<file path="src/rtl/ps2_key_decoder.sv">
// PS/2 set-2 scan-code decoder: turns raw receiver bytes into make/break key events with ASCII.
// Define TYPEMATIC_FILTER_EN to suppress repeated makes of the key currently held down.
module ps2_key_decoder (
    input  logic       clk,
    input  logic       clr,
    input  logic [7:0] data,
    input  logic       ready,
    output logic       nextdata_n,
    output logic       key_valid,
    output logic [7:0] key_code,
    output logic       key_ext,
    output logic       key_break,
    output logic [7:0] key_ascii,
    output logic       shift
);

    typedef enum logic [1:0] {IDLE, POP, DECODE} state_t;

    state_t     state;
    logic [7:0] byte_reg;
    logic       ext_pend;
    logic       brk_pend;
    logic [2:0] skip_cnt;
    logic       shift_l;
    logic       shift_r;
    logic       emit;
    logic       repeat_make;

    assign shift = shift_l | shift_r;

    function automatic logic [7:0] ascii_of(input logic [7:0] code, input logic ext,
                                            input logic upper);
        logic [7:0] a;
        a = 8'h00;
        case (code)
            8'h45: a = "0";  8'h16: a = "1";  8'h1E: a = "2";  8'h26: a = "3";
            8'h25: a = "4";  8'h2E: a = "5";  8'h36: a = "6";  8'h3D: a = "7";
            8'h3E: a = "8";  8'h46: a = "9";
            8'h1C: a = "a";  8'h32: a = "b";  8'h21: a = "c";  8'h23: a = "d";
            8'h24: a = "e";  8'h2B: a = "f";  8'h34: a = "g";  8'h33: a = "h";
            8'h43: a = "i";  8'h3B: a = "j";  8'h42: a = "k";  8'h4B: a = "l";
            8'h3A: a = "m";  8'h31: a = "n";  8'h44: a = "o";  8'h4D: a = "p";
            8'h15: a = "q";  8'h2D: a = "r";  8'h1B: a = "s";  8'h2C: a = "t";
            8'h3C: a = "u";  8'h2A: a = "v";  8'h1D: a = "w";  8'h22: a = "x";
            8'h35: a = "y";  8'h1A: a = "z";
            8'h29: a = 8'h20;
            8'h5A: a = 8'h0D;
            8'h66: a = 8'h08;
            default: a = 8'h00;
        endcase
        if (upper && a >= 8'h61 && a <= 8'h7A)
            a = a - 8'h20;
        if (ext)
            a = 8'h00;
        return a;
    endfunction

    // A plain byte becomes an event unless it is a prefix, a protocol reply or part of Pause.
    always_comb begin
        emit = 1'b0;
        if (skip_cnt == 3'd0) begin
            case (byte_reg)
                8'hE0, 8'hF0, 8'hE1,
                8'h00, 8'hAA, 8'hEE, 8'hFA, 8'hFC, 8'hFE, 8'hFF: emit = 1'b0;
                default: emit = 1'b1;
            endcase
        end
    end

`ifdef TYPEMATIC_FILTER_EN
    logic [7:0] held_code;
    logic       held_ext;

    assign repeat_make = emit && !brk_pend && byte_reg == held_code && ext_pend == held_ext;

    always_ff @(posedge clk or posedge clr) begin
        if (clr) begin
            held_code <= 8'h00;
            held_ext  <= 1'b0;
        end else if (state == DECODE && emit) begin
            if (!brk_pend) begin
                held_code <= byte_reg;
                held_ext  <= ext_pend;
            end else if (byte_reg == held_code && ext_pend == held_ext) begin
                held_code <= 8'h00;
                held_ext  <= 1'b0;
            end
        end
    end
`else
    assign repeat_make = 1'b0;
`endif

    // Three-cycle byte loop: latch in IDLE, pop during POP, act on the byte in DECODE.
    always_ff @(posedge clk or posedge clr) begin
        if (clr) begin
            state      <= IDLE;
            byte_reg   <= 8'h00;
            ext_pend   <= 1'b0;
            brk_pend   <= 1'b0;
            skip_cnt   <= 3'd0;
            shift_l    <= 1'b0;
            shift_r    <= 1'b0;
            nextdata_n <= 1'b1;
            key_valid  <= 1'b0;
            key_code   <= 8'h00;
            key_ext    <= 1'b0;
            key_break  <= 1'b0;
            key_ascii  <= 8'h00;
        end else begin
            key_valid  <= 1'b0;
            nextdata_n <= 1'b1;
            case (state)
                IDLE: begin
                    if (ready) begin
                        byte_reg   <= data;
                        nextdata_n <= 1'b0;
                        state      <= POP;
                    end
                end
                POP: state <= DECODE;
                DECODE: begin
                    state <= IDLE;
                    if (skip_cnt != 3'd0) begin
                        // Pause sends a fixed 8-byte burst with no break; report it once at its end.
                        skip_cnt <= skip_cnt - 3'd1;
                        if (skip_cnt == 3'd1) begin
                            key_valid <= 1'b1;
                            key_code  <= 8'hE1;
                            key_ext   <= 1'b0;
                            key_break <= 1'b0;
                            key_ascii <= 8'h00;
                            ext_pend  <= 1'b0;
                            brk_pend  <= 1'b0;
                        end
                    end else if (byte_reg == 8'hE0) begin
                        ext_pend <= 1'b1;
                    end else if (byte_reg == 8'hF0) begin
                        brk_pend <= 1'b1;
                    end else if (byte_reg == 8'hE1) begin
                        skip_cnt <= 3'd7;
                    end else begin
                        ext_pend <= 1'b0;
                        brk_pend <= 1'b0;
                        if (emit && !repeat_make) begin
                            key_valid <= 1'b1;
                            key_code  <= byte_reg;
                            key_ext   <= ext_pend;
                            key_break <= brk_pend;
                            key_ascii <= ascii_of(byte_reg, ext_pend, shift_l | shift_r);
                            if (!ext_pend && byte_reg == 8'h12)
                                shift_l <= !brk_pend;
                            if (!ext_pend && byte_reg == 8'h59)
                                shift_r <= !brk_pend;
                        end
                    end
                end
                default: state <= IDLE;
            endcase
        end
    end

endmodule

</file>
<file path="config.mk">
export PLATFORM = sky130hd
export DESIGN_NAME = ps2_key_decoder
export DESIGN_NICKNAME = d
export VERILOG_FILES = /design/src/rtl/ps2_key_decoder.sv
export SDC_FILE = /design/constraint.sdc
export NUM_CORES = 1
export LEC_CHECK = 0
export CORE_UTILIZATION = 30
export CTS_CLUSTER_SIZE = 20
export DETAILED_ROUTE_END_ITERATION = 16
export MAX_ROUTING_LAYER = met4
export PLACE_DENSITY_LB_ADDON = 0.15
export SLEW_MARGIN = 30
export SYNTH_ARGS = -nofsm -noshare
export SYNTH_HDL_FRONTEND = slang
export SYNTH_SLANG_ARGS = --single-unit
</file>
<file path="constraint.sdc">
create_clock -name clk -period 3.3 [get_ports clk]
set_input_delay 0.66 -clock clk [delete_from_list [all_inputs] [get_ports clk]]
set_output_delay 0.66 -clock clk [all_outputs]
set_load 0.01 [all_outputs]
</file>
* Yosys cells after proc, flatten, opt, wreduce, memory -nomap -nowiden *
Memories as Yosys holds them, arrays and structs flattened.
Cells that the tools add are included.

storage, ports and cells
  register bits after elaboration = 37
  latch bits = 0
  memory bits (writable) = 0
  memory bits (read-only) = 896
  bits of input ports = 11
  output and inout port bits = 21
  logic and storage cells = 121
  memories kept = 1

memories
  name              words  width  read ports  clocked after memory_dff  write ports  line  source
  (name not given)  128    7      1           0                         0            35    case (code)

operators by class
  $add $sub $neg = 2
  $mul = 0
  div/mod/pow operators = 0
  $lt $le $gt $ge = 2
  eq/ne operators = 22
  shifts and indexed selects = 0
  mux-type cells = 56
  bitwise gates (word level) = 5
  reduce and logical (&&, ||, !) cells = 20

operators by type and width
  operator                                                                             number
  8-bit two-way mux                                                                    21
  8-bit == test, second input constant                                                 9
  1-bit two-way mux                                                                    29
  7-bit AND reduction                                                                  2
  3-bit two-way mux                                                                    4
  4-bit AND reduction                                                                  3
  10-bit OR reduction                                                                  1
  3-bit inequality test, second input constant                                         3
  8-bit by 5-bit == test with 1-bit output, second input constant                      1
  8-bit by 7-bit == test with 1-bit output, second input constant                      1
  8-bit by 7-bit greater-or-equal comparator with 1-bit output, second input constant  1
  8-bit by 7-bit less-or-equal comparator with 1-bit output, second input constant     1
  8-bit zero test                                                                      1
  2-bit inequality test, second input constant                                         4
  8-bit by 6-bit subtractor with 8-bit output, second input constant                   1
  6-bit AND reduction                                                                  1
  1-bit logical AND                                                                    4
  1-bit inverter                                                                       4
  2-bit case mux with 2 select lines                                                   1
  2-bit nonzero test                                                                   2
  3-bit by 1-bit == test with 1-bit output, second input constant                      1
  3-bit zero test                                                                      1
  3-bit nonzero test                                                                   1
  3-bit by 1-bit subtractor with 3-bit output, second input constant                   1
  8 further kinds                                                                      9

* Logic depth before layout (Yosys ltp) *
Gate-level depths: netlist (run 1).

  depth in word-level cells = 20
  mapped depth = 13
  gate-level depth less buffers = 11

* Worst setup path before layout (run 1) *
OpenSTA, ideal clock, no wires.

  path kind = reg-to-reg
  from = register byte_reg[1]
  to = register key_ascii[7]
  library setup time = 122 ps
  arrival time = 2319 ps
  required time = 3178 ps
  setup slack = 859 ps
  cell stages (with the launch flop) = 12
  cells stage by stage = dfrtp_1 -> buf_6 -> inv_1 -> ha_1 -> buf_2 -> or3b_2 -> a21boi_1 -> o21ai_1 -> nand4_2 -> nor2_2 -> and4_1 -> a32o_1

on the way
  word-level cells in the longest chain between the ends = 18
  elaborated cells on any way between the ends = 38

RTL lines
  item                                                          line  source
  from (decl)                                                   20    logic [7:0] byte_reg;
  from (signal assigned)                                        116   byte_reg <= data;
  memory read 128 x 7 bit                                       -
  8-bit two-way mux                                             35
  8-bit two-way mux                                             145   if (emit && !repeat_make) begin
  8-bit two-way mux                                             140   end else if (byte_reg == 8'hE1) begin
  8-bit two-way mux                                             138   end else if (byte_reg == 8'hF0) begin
  8-bit two-way mux                                             136   end else if (byte_reg == 8'hE0) begin
  8-bit two-way mux                                             124   if (skip_cnt != 3'd0) begin
  8-bit two-way mux                                             113   case (state)
  8-bit by 7-bit greater-or-equal comparator with 1-bit output  51    if (upper && a >= 8'h61 && a <= 8'h7A)
  1-bit logical AND (2 in a row)                                51
  8-bit two-way mux                                             51
  8-bit two-way mux                                             53    if (ext)
  8-bit two-way mux                                             145
  8-bit two-way mux                                             140
  8-bit two-way mux                                             138
  8-bit two-way mux                                             136
  8-bit two-way mux                                             124
  to (signal assigned)                                          150   key_ascii <= ascii_of(byte_reg, ext_pend, shift_l | shift_r);
  to (decl)                                                     13    output logic [7:0] key_ascii,

Parallel ways exist; a longest one is shown, timed or not. The select of a mux whose other input is x is not followed.
A chain may end at the register's enable or synchronous reset.

* Worst setup path in the final report (run 1) *
Same ends and word-level chain as after synthesis.

==> flow_summary_export.csv, run 1 <==
group,metric,value,unit
outcome,status,"completed",
timing,period_share,87.5,%
clocking,ctsResizeCount,0,
clocking,clkSinkCount,37,
timing,worst-slew-pin-transition,0.711,ns
grt,grt_pass1_wl,11.7,mm
placed_design,place_congestion,0.936,
timing,tns,0,ns
route,drt-initial-drc-count,197,
worst_setup_path,critical_path_required,3.49,ns
timing,whs,0.480,ns
power_and_ir_drop,p_comb_share,46.2,%
final_layout,final_cell_count_no_fill,421,
final_layout,antenna_cells,0,
timing,rsz0062_at_grt,"false",
clocking,post-cts-setup-buffer-count,0,
grt,gr-usage-all-layers,17.3,%
clocking,hold_buffers,0,
floorplan,die_w,94.6,µm
power_and_ir_drop,switching_share,39.3,%
floorplan,die_area,0.00895,mm²
route,drc,0,
final_layout,multi_input_area,0.00148,mm²
timing,hold_violations,0,
synth,ys_ff_latch,37,
clocking,cts_root_buf,"clkbuf_8",
synth,synth-seq-area-share,36.0,%
synth,synth_warnings,0,
route,num_vias,2328,
synth,ys_types,69,
worst_setup_path,critPathCaptureType,"flip-flop",
synth,synthFlopType,"dfrtp_1",
grt,gr-total-overflow,0,
placed_design,hpwl,5.12,mm
power_and_ir_drop,p_per_area,729,mW/mm²
final_layout,nFillCells,858,
floorplan,core_area,0.00826,mm²
power_and_ir_drop,vdd_drop_max,0.000255,V
synth,synth_edf_count,0,
grt,antenna_found_initial,0,
floorplan,ioPinCount,32,
power_and_ir_drop,pwr-share-clk,21.3,%
synth,syn_nets,307,
min_path,hold_class,"reg2reg",
placed_design,dp_cells,413,
floorplan,rows,33,
final_layout,layout.nets,337,
worst_setup_path,crit_arrival,3.08,ns
final_layout,area_growth_syn_to_layout,21.1,%
placed_design,io_buffers,31,
floorplan,initial_core_util,31.2,%
clocking,htree_levels,2,
route,routed_wirelength,6.91,mm
synth,netlist.area_leader.share,35.0,%
final_layout,final_util,37.7,%
worst_setup_path,setup.worst_path.class,"reg2reg",
timing,setup_viol,0,
synth,synth_area_leader_cell,"dfrtp_1",
route,wire_per_inst,16.4,µm
route,detail-route-antenna-nets,0,
grt,grt_pass1_vias,2242,
worst_setup_path,start_kind,"flip-flop",
timing,finClkSkew,0.00995,ns
power_and_ir_drop,power.internal,1380,µW
synth,synth-async-reset-ratio,100,%
timing,fin_crit,2.89,ns
worst_setup_path,cp_max_fo,13,
clocking,cts_buffers,5,
timing,slew_headroom,51.8,%
clocking,cts_tree,"built",
clocking,clk_path_buf_depth,2,
final_layout,regArea,927,µm²
power_and_ir_drop,power.leakage,0.00126,µW
power_and_ir_drop,power.switching,892,µW
final_layout,drive_above_1_share,12.3,%
power_and_ir_drop,p_seq_share,32.5,%
synth,synthTopCellsByArea,"dfrtp_1 35%, ha_1 5.4%, nand2_1 4.2%",
clocking,clk_pin_slew,0.08,ns
timing,max_freq,346,MHz
clocking,clkLatencyLatePin,0.30,ns
floorplan,die_h,94.6,µm
synth,postSynthCellCount,285,
route,vias_per_cell,5.53,
route,dr.pass1.iters,4,
run,maxCapViolations,0,
synth,avgSynthCellArea,9.03,µm²
grt,grt_max_degree,38,
synth,synthesis.area,0.00257,mm²
timing,slew_violations,0,
[per-stage QoR]
step / total power [µW] / setup WS, ns / instance area [µm²]
finish: 2270 / 0.414 / 3110
global route: 2440 / 0.219 / 3110
CTS: 2280 / 0.445 / 3110
detailed placement: 1790 / 0.438 / 2980
global placement: 1800 / 0.466 / 2980
floorplan: 1410 / 0.859 / 2570
[cell usage after synthesis, drive strengths merged, types with 4 or more instances]
library cell	number
a32o	4
nand2	31
a21boi	4
ha	11
a211o	4
nor2b	8
nor3	5
nand3	5
nand2b	9
inv	16
o21ai	21
a31oi	4
a21oi	15
a22o	5
nor2	13
buf	15
nand4	5
dfrtp	36
mux2	6
[metal layers]
| layer | vias up | global-route usage [%] | routed length, µm |
|---|---|---|---|
| met1 | 1128 | 23.7 | 3380 |
| li1 | 1111 | - | - |
| met3 | 15 | 3.38 | 348 |
| met4 | 0 | 6.82 | 142 |
| met2 | 74 | 24.8 | 3040 |
| met5 | - | - | 0 |
[critical path: stages, from the launching register on]
cell      delay (ns)
dfrtp_1         0.52
inv_1           0.24
ha_1            0.40
or3b_2          0.52
a21boi_1        0.21
o21ai_1         0.13
nand4_2         0.20
nor2_2          0.10
and4_1          0.19
a32o_1          0.25
[cells by family after synthesis]
| family | after synthesis | share of synthesized area, % |
|---|---|---|
| adder cells (fa/ha/maj) | 11 | 5.35 |
| AND/OR/NAND/NOR | 98 | 21.2 |
| multiplexers | 9 | 3.79 |
| buffers and inverters | 33 | 6.42 |
| XOR/XNOR | 1 | 0.341 |
| flip-flops | 37 | 36.0 |
| AO/OA/AOI/OAI | 96 | 26.9 |
[layout by cell type, fill, tap and decap left out, types with 3 or more instances in the layout]
| cell type | instances |
|---|---|
| dfrtp_1 | 36 |
| clkdlybuf4s50_1 | 31 |
| nand2_1 | 29 |
| o21ai_0 | 20 |
| a21oi_1 | 15 |
| inv_1 | 14 |
| nor2_1 | 11 |
| ha_1 | 11 |
| nand2b_1 | 9 |
| buf_4 | 9 |
| nor2b_1 | 8 |
| mux2_2 | 6 |
| nor3_1 | 5 |
| nand3_1 | 5 |
| a22o_1 | 5 |
| clkbuf_8 | 5 |
| nand4_1 | 4 |
| a31oi_1 | 4 |
| a21boi_1 | 4 |
| a32o_1 | 4 |
| a211o_1 | 4 |
| and2_1 | 3 |
| nor3b_1 | 3 |
| o21a_1 | 3 |
| a21o_1 | 3 |
| mux2i_1 | 3 |
| o211ai_1 | 3 |
| o21bai_1 | 3 |
| a22oi_1 | 3 |
[layout make-up]
| type | count | share of cell area [%] |
|---|---|---|
| Sequential cell | 37 | 29.8 |
| Tap cell | 105 | 4.22 |
| Multi-Input combinational cell | 215 | 47.5 |
| Inverter | 16 | 1.93 |
| Timing Repair Buffer | 40 | 12.1 |
| Clock buffer | 5 | 2.21 |
| Clock inverter | 3 | 2.21 |
[power by group through the flow]
stage	logic (µW)	clock network, µW	registers, µW
after floorplan	712	0	702
after global placement	1050	0	749
after detailed placement	1040	0	748
after CTS	1040	495	739
after global routing	1160	515	763
final	1050	485	737
[path summary, 6_finish.rpt]
kind	from	to	slack, ns	cells past startpoint
min reg2reg	state[1]	state[1]	0.48	1
max reg2reg	byte_reg[1]	key_ascii[7]	0.41	9
min	state[1]	state[1]	0.48	1
min in group asynchronous	clr	key_break	0.76	3
max	byte_reg[1]	key_ascii[7]	0.41	9
max in group asynchronous	clr	nextdata_n	2.19	3
(Power assumes the default switching activity.)
==> inputs of run 2 (changes only) <==
Settings changed: MAX_ROUTING_LAYER met4 to not set.
==> run 2 against run 1 <==
Net effect:
- final area did not move
- core utilization is the same
- worst setup slack gained 0.00073 ns
- clock power hardly changed
- highest routed layer unchanged
- global-route usage fell by 0.49 points
- wire length barely moved
- non-clock buffer count did not move
- power fell by 0.10%
- fmax about the same
- critical path depth stayed put
- register-to-register slack barely moved
- combinational power about the same
==> flow_summary_export.csv, run 2 (synthesis results as in run 1) <==
group,metric,value,unit
worst_setup_path,crit_path_top_delay_cell,"dfrtp_1",
floorplan,die_h,94.6,µm
grt,grt_max_degree,38,
floorplan,rows,33,
timing,slew_headroom,55.8,%
power_and_ir_drop,pwr-share-clk,21.3,%
worst_setup_path,r2r_cells,9,
worst_setup_path,critPathCaptureType,"flip-flop",
route,dr_wl_met3,364,µm
worst_setup_path,cp_top_family,"simple AND/OR/NAND/NOR gates",
placed_design,dp_cells,413,
worst_setup_path,slowest_delay,0.52,ns
route,drc,0,
route,wl_met2,2.99,mm
run,maxCapViolations,0,
clocking,cts_root_buf,"clkbuf_8",
worst_setup_path,cp.depth,9,
grt,grt_pass1_vias,2248,
clocking,clkSinkCount,37,
worst_setup_path,crit_chain,"inv_1 -> ha_1 -> or3b_2 -> a21boi_1 -> o21ai_1 -> nand4_2 -> nor2_2 -> and4_1 -> a32o_1",
clocking,post-cts-setup-buffer-count,0,
final_layout,area_growth_syn_to_layout,21.1,%
grt,grt_pass1_wl,11.7,mm
timing,fin_crit,2.89,ns
grt,gr-total-overflow,0,
timing,whs,0.480,ns
final_layout,final_cell_mix,"36 x dfrtp_1, 31 x clkdlybuf4s50_1, 29 x nand2_1",
worst_setup_path,cp_max_fo,13,
worst_setup_path,crit_arrival,3.07,ns
power_and_ir_drop,p_seq_share,32.6,%
route,detail-route-antenna-nets,0,
timing,worst_slack,0.415,ns
route,vias_per_cell,5.52,
timing,worst-slew-pin-transition,0.652,ns
power_and_ir_drop,power.leakage,0.00126,µW
route,top_layer,"met4",
clocking,clk_path_buf_depth,2,
worst_setup_path,setup.worst_path.class,"reg2reg",
timing,tns,0,ns
timing,finClkSkew,0.00922,ns
final_layout,nFillCells,858,
timing,slew_violations,0,
route,num_vias,2325,
placed_design,place_congestion,0.920,
outcome,status,"completed",
timing,period_share,87.4,%
min_path,holdPathStages,1,
power_and_ir_drop,power.switching,890,µW
power_and_ir_drop,p_per_area,728,mW/mm²
clocking,hold_buffers,0,
floorplan,core_area,0.00826,mm²
floorplan,die_w,94.6,µm
clocking,clkLatencyLatePin,0.30,ns
floorplan,initial_core_util,31.2,%
power_and_ir_drop,vdd_drop_max,0.000254,V
clocking,cts_tree,"built",
final_layout,final_cell_count_no_fill,421,
clocking,clk_pin_slew,0.08,ns
route,wire_per_inst,16.4,µm
floorplan,ioPinCount,32,
grt,gr-usage-all-layers,16.8,%
timing,rsz0062_at_grt,"false",
power_and_ir_drop,power.internal,1380,µW
timing,max_freq,347,MHz
final_layout,final_common_cell,"dfrtp_1",
final_layout,antenna_cells,0,
placed_design,hpwl,5.12,mm
route,wl_met1,3.46,mm
timing,setup_viol,0,
min_path,hold_class,"reg2reg",
power_and_ir_drop,p_comb_share,46.1,%
power_and_ir_drop,switching_share,39.2,%
floorplan,die_area,0.00895,mm²
clocking,cts_buffers,5,
clocking,htree_levels,2,
final_layout,drive_above_1_share,12.3,%
route,drt-initial-drc-count,199,
final_layout,layout.nets,337,
placed_design,io_buffers,31,
route,routed_wirelength,6.91,mm
placed_design,pre_cts_slack,0.438,ns
timing,hold_violations,0,
worst_setup_path,critical_path_required,3.49,ns
route,dr.pass1.iters,5,
worst_setup_path,critPathBufInv,1,
clocking,ctsResizeCount,0,
grt,antenna_found_initial,0,
worst_setup_path,start_kind,"flip-flop",
==> run 2: stage by stage <==
| step | cell area, µm² | total power, µW | util (%) |
|---|---|---|---|
| 3_3_place_gp | 2980 | 1800 | 36.0 |
| 2_1_floorplan | 2570 | 1410 | - |
| 5_1_grt | 3110 | 2440 | 37.7 |
| 3_5_place_dp | 2980 | 1790 | 36.0 |
| 4_1_cts | 3110 | 2280 | 37.7 |
| 6_report | 3110 | 2270 | 37.7 |
==> run 2: final cells by class <==
type / instances / area (µm²) / area share [%]
flip-flops and latches: 37 / 927 / 29.8
clock buffers: 5 / 68.8 / 2.21
clock inverters: 3 / 68.8 / 2.21
repair buffers: 40 / 378 / 12.1
inverters: 16 / 60.1 / 1.93
multi-input cells: 215 / 1480 / 47.5
well taps: 105 / 131 / 4.22
==> run 2: path summary, 6_finish.rpt <==
path	startpoint	endpoint	slack [ns]
worst max-delay path	byte_reg[1]	key_ascii[7]	0.41
worst min-delay path	state[1]	state[1]	0.48
worst max register to register	byte_reg[1]	key_ascii[7]	0.41
worst min register to register	state[1]	state[1]	0.48
max in group asynchronous	clr	nextdata_n	2.18
min in group asynchronous	clr	key_break	0.76
==> run 2: layer usage <==
| layer | GRT usage (%) | vias up |
|---|---|---|
| met4 | 6.44 | 0 |
| met2 | 25.1 | 80 |
| met1 | 23.8 | 1123 |
| met3 | 3.06 | 8 |
| met5 | 0 | - |
| li1 | - | 1114 |
==> run 2: worst reg2reg max path, cell delays in order, from the launching register on <==
cell and delay (ns):
dfrtp_1 0.52, inv_1 0.25, ha_1 0.41, or3b_2 0.52, a21boi_1 0.21, o21ai_1 0.13, nand4_2 0.19, nor2_2 0.11
and4_1 0.19, a32o_1 0.25
==> run 2: power by group through the flow <==
stage / combinational [µW] / clock (µW) / sequential, µW
final: 1050 / 483 / 739
after global routing: 1160 / 514 / 763
after CTS: 1040 / 495 / 739
after detailed placement: 1040 / 0 / 748
after global placement: 1050 / 0 / 749
after floorplan: 712 / 0 / 702
==> inputs of run 3 (changes only) <==
Clock period 3.3 ns to 3.5 ns, I/O delays scaled along.
==> run 3 against run 2 <==
Net effect:
- critical path depth unchanged
- fmax increased by 2.4%
- sequential share of layout area increased by 0.40 points
- clock skew decreased by 0.0011 ns
- worst hold slack about the same
- final area decreased by 1.3%
- flip-flop and latch count unchanged
- die area unchanged
- global-route usage decreased by 0.52 points
- critical endpoint is now key_code[5]
- largest cell class unchanged
- largest power group unchanged
==> flow_summary_export.csv, run 3 (synthesis results as in run 1) <==
group,metric,value,unit
outcome,status,"completed",
floorplan,core_area,0.00826,mm²
worst_setup_path,cp_top_family,"simple AND/OR/NAND/NOR gates",
clocking,clkSinkCount,37,
timing,finClkSkew,0.00812,ns
final_layout,drive_above_1_share,12.3,%
route,dr.pass1.iters,4,
timing,tns,0,ns
route,num_vias,2270,
timing,worst_slack,0.683,ns
final_layout,nFillCells,858,
grt,gr-usage-all-layers,16.3,%
floorplan,rows,33,
floorplan,die_h,94.6,µm
power_and_ir_drop,p_per_area,649,mW/mm²
timing,period_share,80.5,%
power_and_ir_drop,vdd_drop_max,0.000271,V
route,wire_per_inst,16.1,µm
worst_setup_path,crit_chain,"inv_1 -> ha_1 -> or3b_2 -> a21boi_1 -> a311oi_2 -> a21o_1 -> nand2_2 -> inv_2 -> o22a_1",
timing,slew_headroom,41.9,%
grt,grt_pass1_wl,11.2,mm
final_layout,final_cell_mix,"36 x dfrtp_1, 31 x clkdlybuf4s50_1, 29 x nand2_1",
worst_setup_path,crit_path_top_delay_cell,"or3b_2",
clocking,clk_pin_slew,0.08,ns
placed_design,place_congestion,0.919,
grt,grt_max_degree,38,
run,maxCapViolations,0,
route,routed_wirelength,6.76,mm
grt,gr-total-overflow,0,
route,detail-route-antenna-nets,0,
final_layout,final_common_cell,"dfrtp_1",
timing,worst-slew-pin-transition,0.871,ns
final_layout,area_growth_syn_to_layout,19.5,%
worst_setup_path,critPathBufInv,2,
floorplan,die_area,0.00895,mm²
route,vias_per_cell,5.39,
clocking,clkLatencyLatePin,0.29,ns
timing,fin_crit,2.82,ns
min_path,min_from,"state[1]",
power_and_ir_drop,power.leakage,0.00125,µW
clocking,cts_root_buf,"clkbuf_8",
final_layout,final_cell_count_no_fill,421,
timing,setup_viol,0,
timing,hold_violations,0,
placed_design,hpwl,5.04,mm
clocking,htree_levels,2,
worst_setup_path,critPathCaptureType,"flip-flop",
worst_setup_path,start_kind,"flip-flop",
route,drt-initial-drc-count,252,
grt,grt_pass1_vias,2175,
worst_setup_path,critical_path_required,3.68,ns
final_layout,regArea,927,µm²
route,drc,0,
worst_setup_path,r2r-start,"byte_reg[1]",
placed_design,dp_cells,413,
worst_setup_path,slowest_delay,0.53,ns
floorplan,ioPinCount,32,
timing,rsz0062_at_grt,"false",
timing,max_freq,355,MHz
worst_setup_path,cp_max_fo,17,
final_layout,layout.nets,337,
placed_design,pre_cts_slack,0.717,ns
placed_design,io_buffers,31,
worst_setup_path,crit_start,"byte_reg[1]",
grt,antenna_found_initial,0,
clocking,post-cts-setup-buffer-count,0,
clocking,cts_tree,"built",
min_path,hold_class,"reg2reg",
clocking,hold_buffers,0,
floorplan,die_w,94.6,µm
timing,slew_violations,0,
final_layout,multi_input_area,0.00148,mm²
clocking,cts_buffers,5,
clocking,ctsResizeCount,0,
worst_setup_path,crit_arrival,3.00,ns
worst_setup_path,setup.worst_path.class,"reg2reg",
floorplan,initial_core_util,31.2,%
final_layout,antenna_cells,0,
clocking,clk_path_buf_depth,2,
[run 3: cell count changes in the layout (fill, tap and decap cells not counted)]
cell,before,now
bufinv_16,2,0
clkbuf_8,5,6
inv_6,1,0
clkinv_2,0,1
clkinv_4,0,1
[run 3: metrics by stage]
stage | utilization, % | cell area, µm² | hold WS, ns | total power [µW]
after floorplan | - | 2570 | 0.432 | 1330
after global placement | 36.0 | 2980 | 0.455 | 1690
final | 37.2 | 3070 | 0.480 | 1990
after detailed placement | 36.0 | 2980 | 0.461 | 1680
after CTS | 37.2 | 3070 | 0.474 | 2000
after global routing | 37.2 | 3070 | 0.509 | 2150
[run 3: where the power goes]
group | total, µW | switching (µW) | internal [µW] | leakage (µW)
logic | 991 | 524 | 467 | 0.000727
clock network | 313 | 154 | 160 | 0.0000512
registers | 691 | 145 | 546 | 0.000468
[run 3: metal layers]
layer / global-route usage [%] / wire (µm)
met3: 4.11 / 444
met1: 23.4 / 3310
met4: 5.43 / 103
met2: 23.5 / 2900
met5: 0 / 0
[run 3: layout make-up]
class,count,area share (%)
multi-input combinational,215,48.2
sequential,37,30.2
tap,105,4.28
inverter,16,1.95
clock buffer,6,2.69
clock inverter,2,0.448
timing repair buffer,40,12.3
[run 3: final timing paths]
kind | to | slack [ns] | cells after the start
setup / recovery | key_code[5] | 0.68 | 9
hold / removal | state[1] | 0.48 | 1
setup reg to reg | key_code[5] | 0.68 | 9
hold reg to reg | state[1] | 0.48 | 1
max in group asynchronous | nextdata_n | 2.34 | 3
min in group asynchronous | key_code[7] | 0.82 | 3
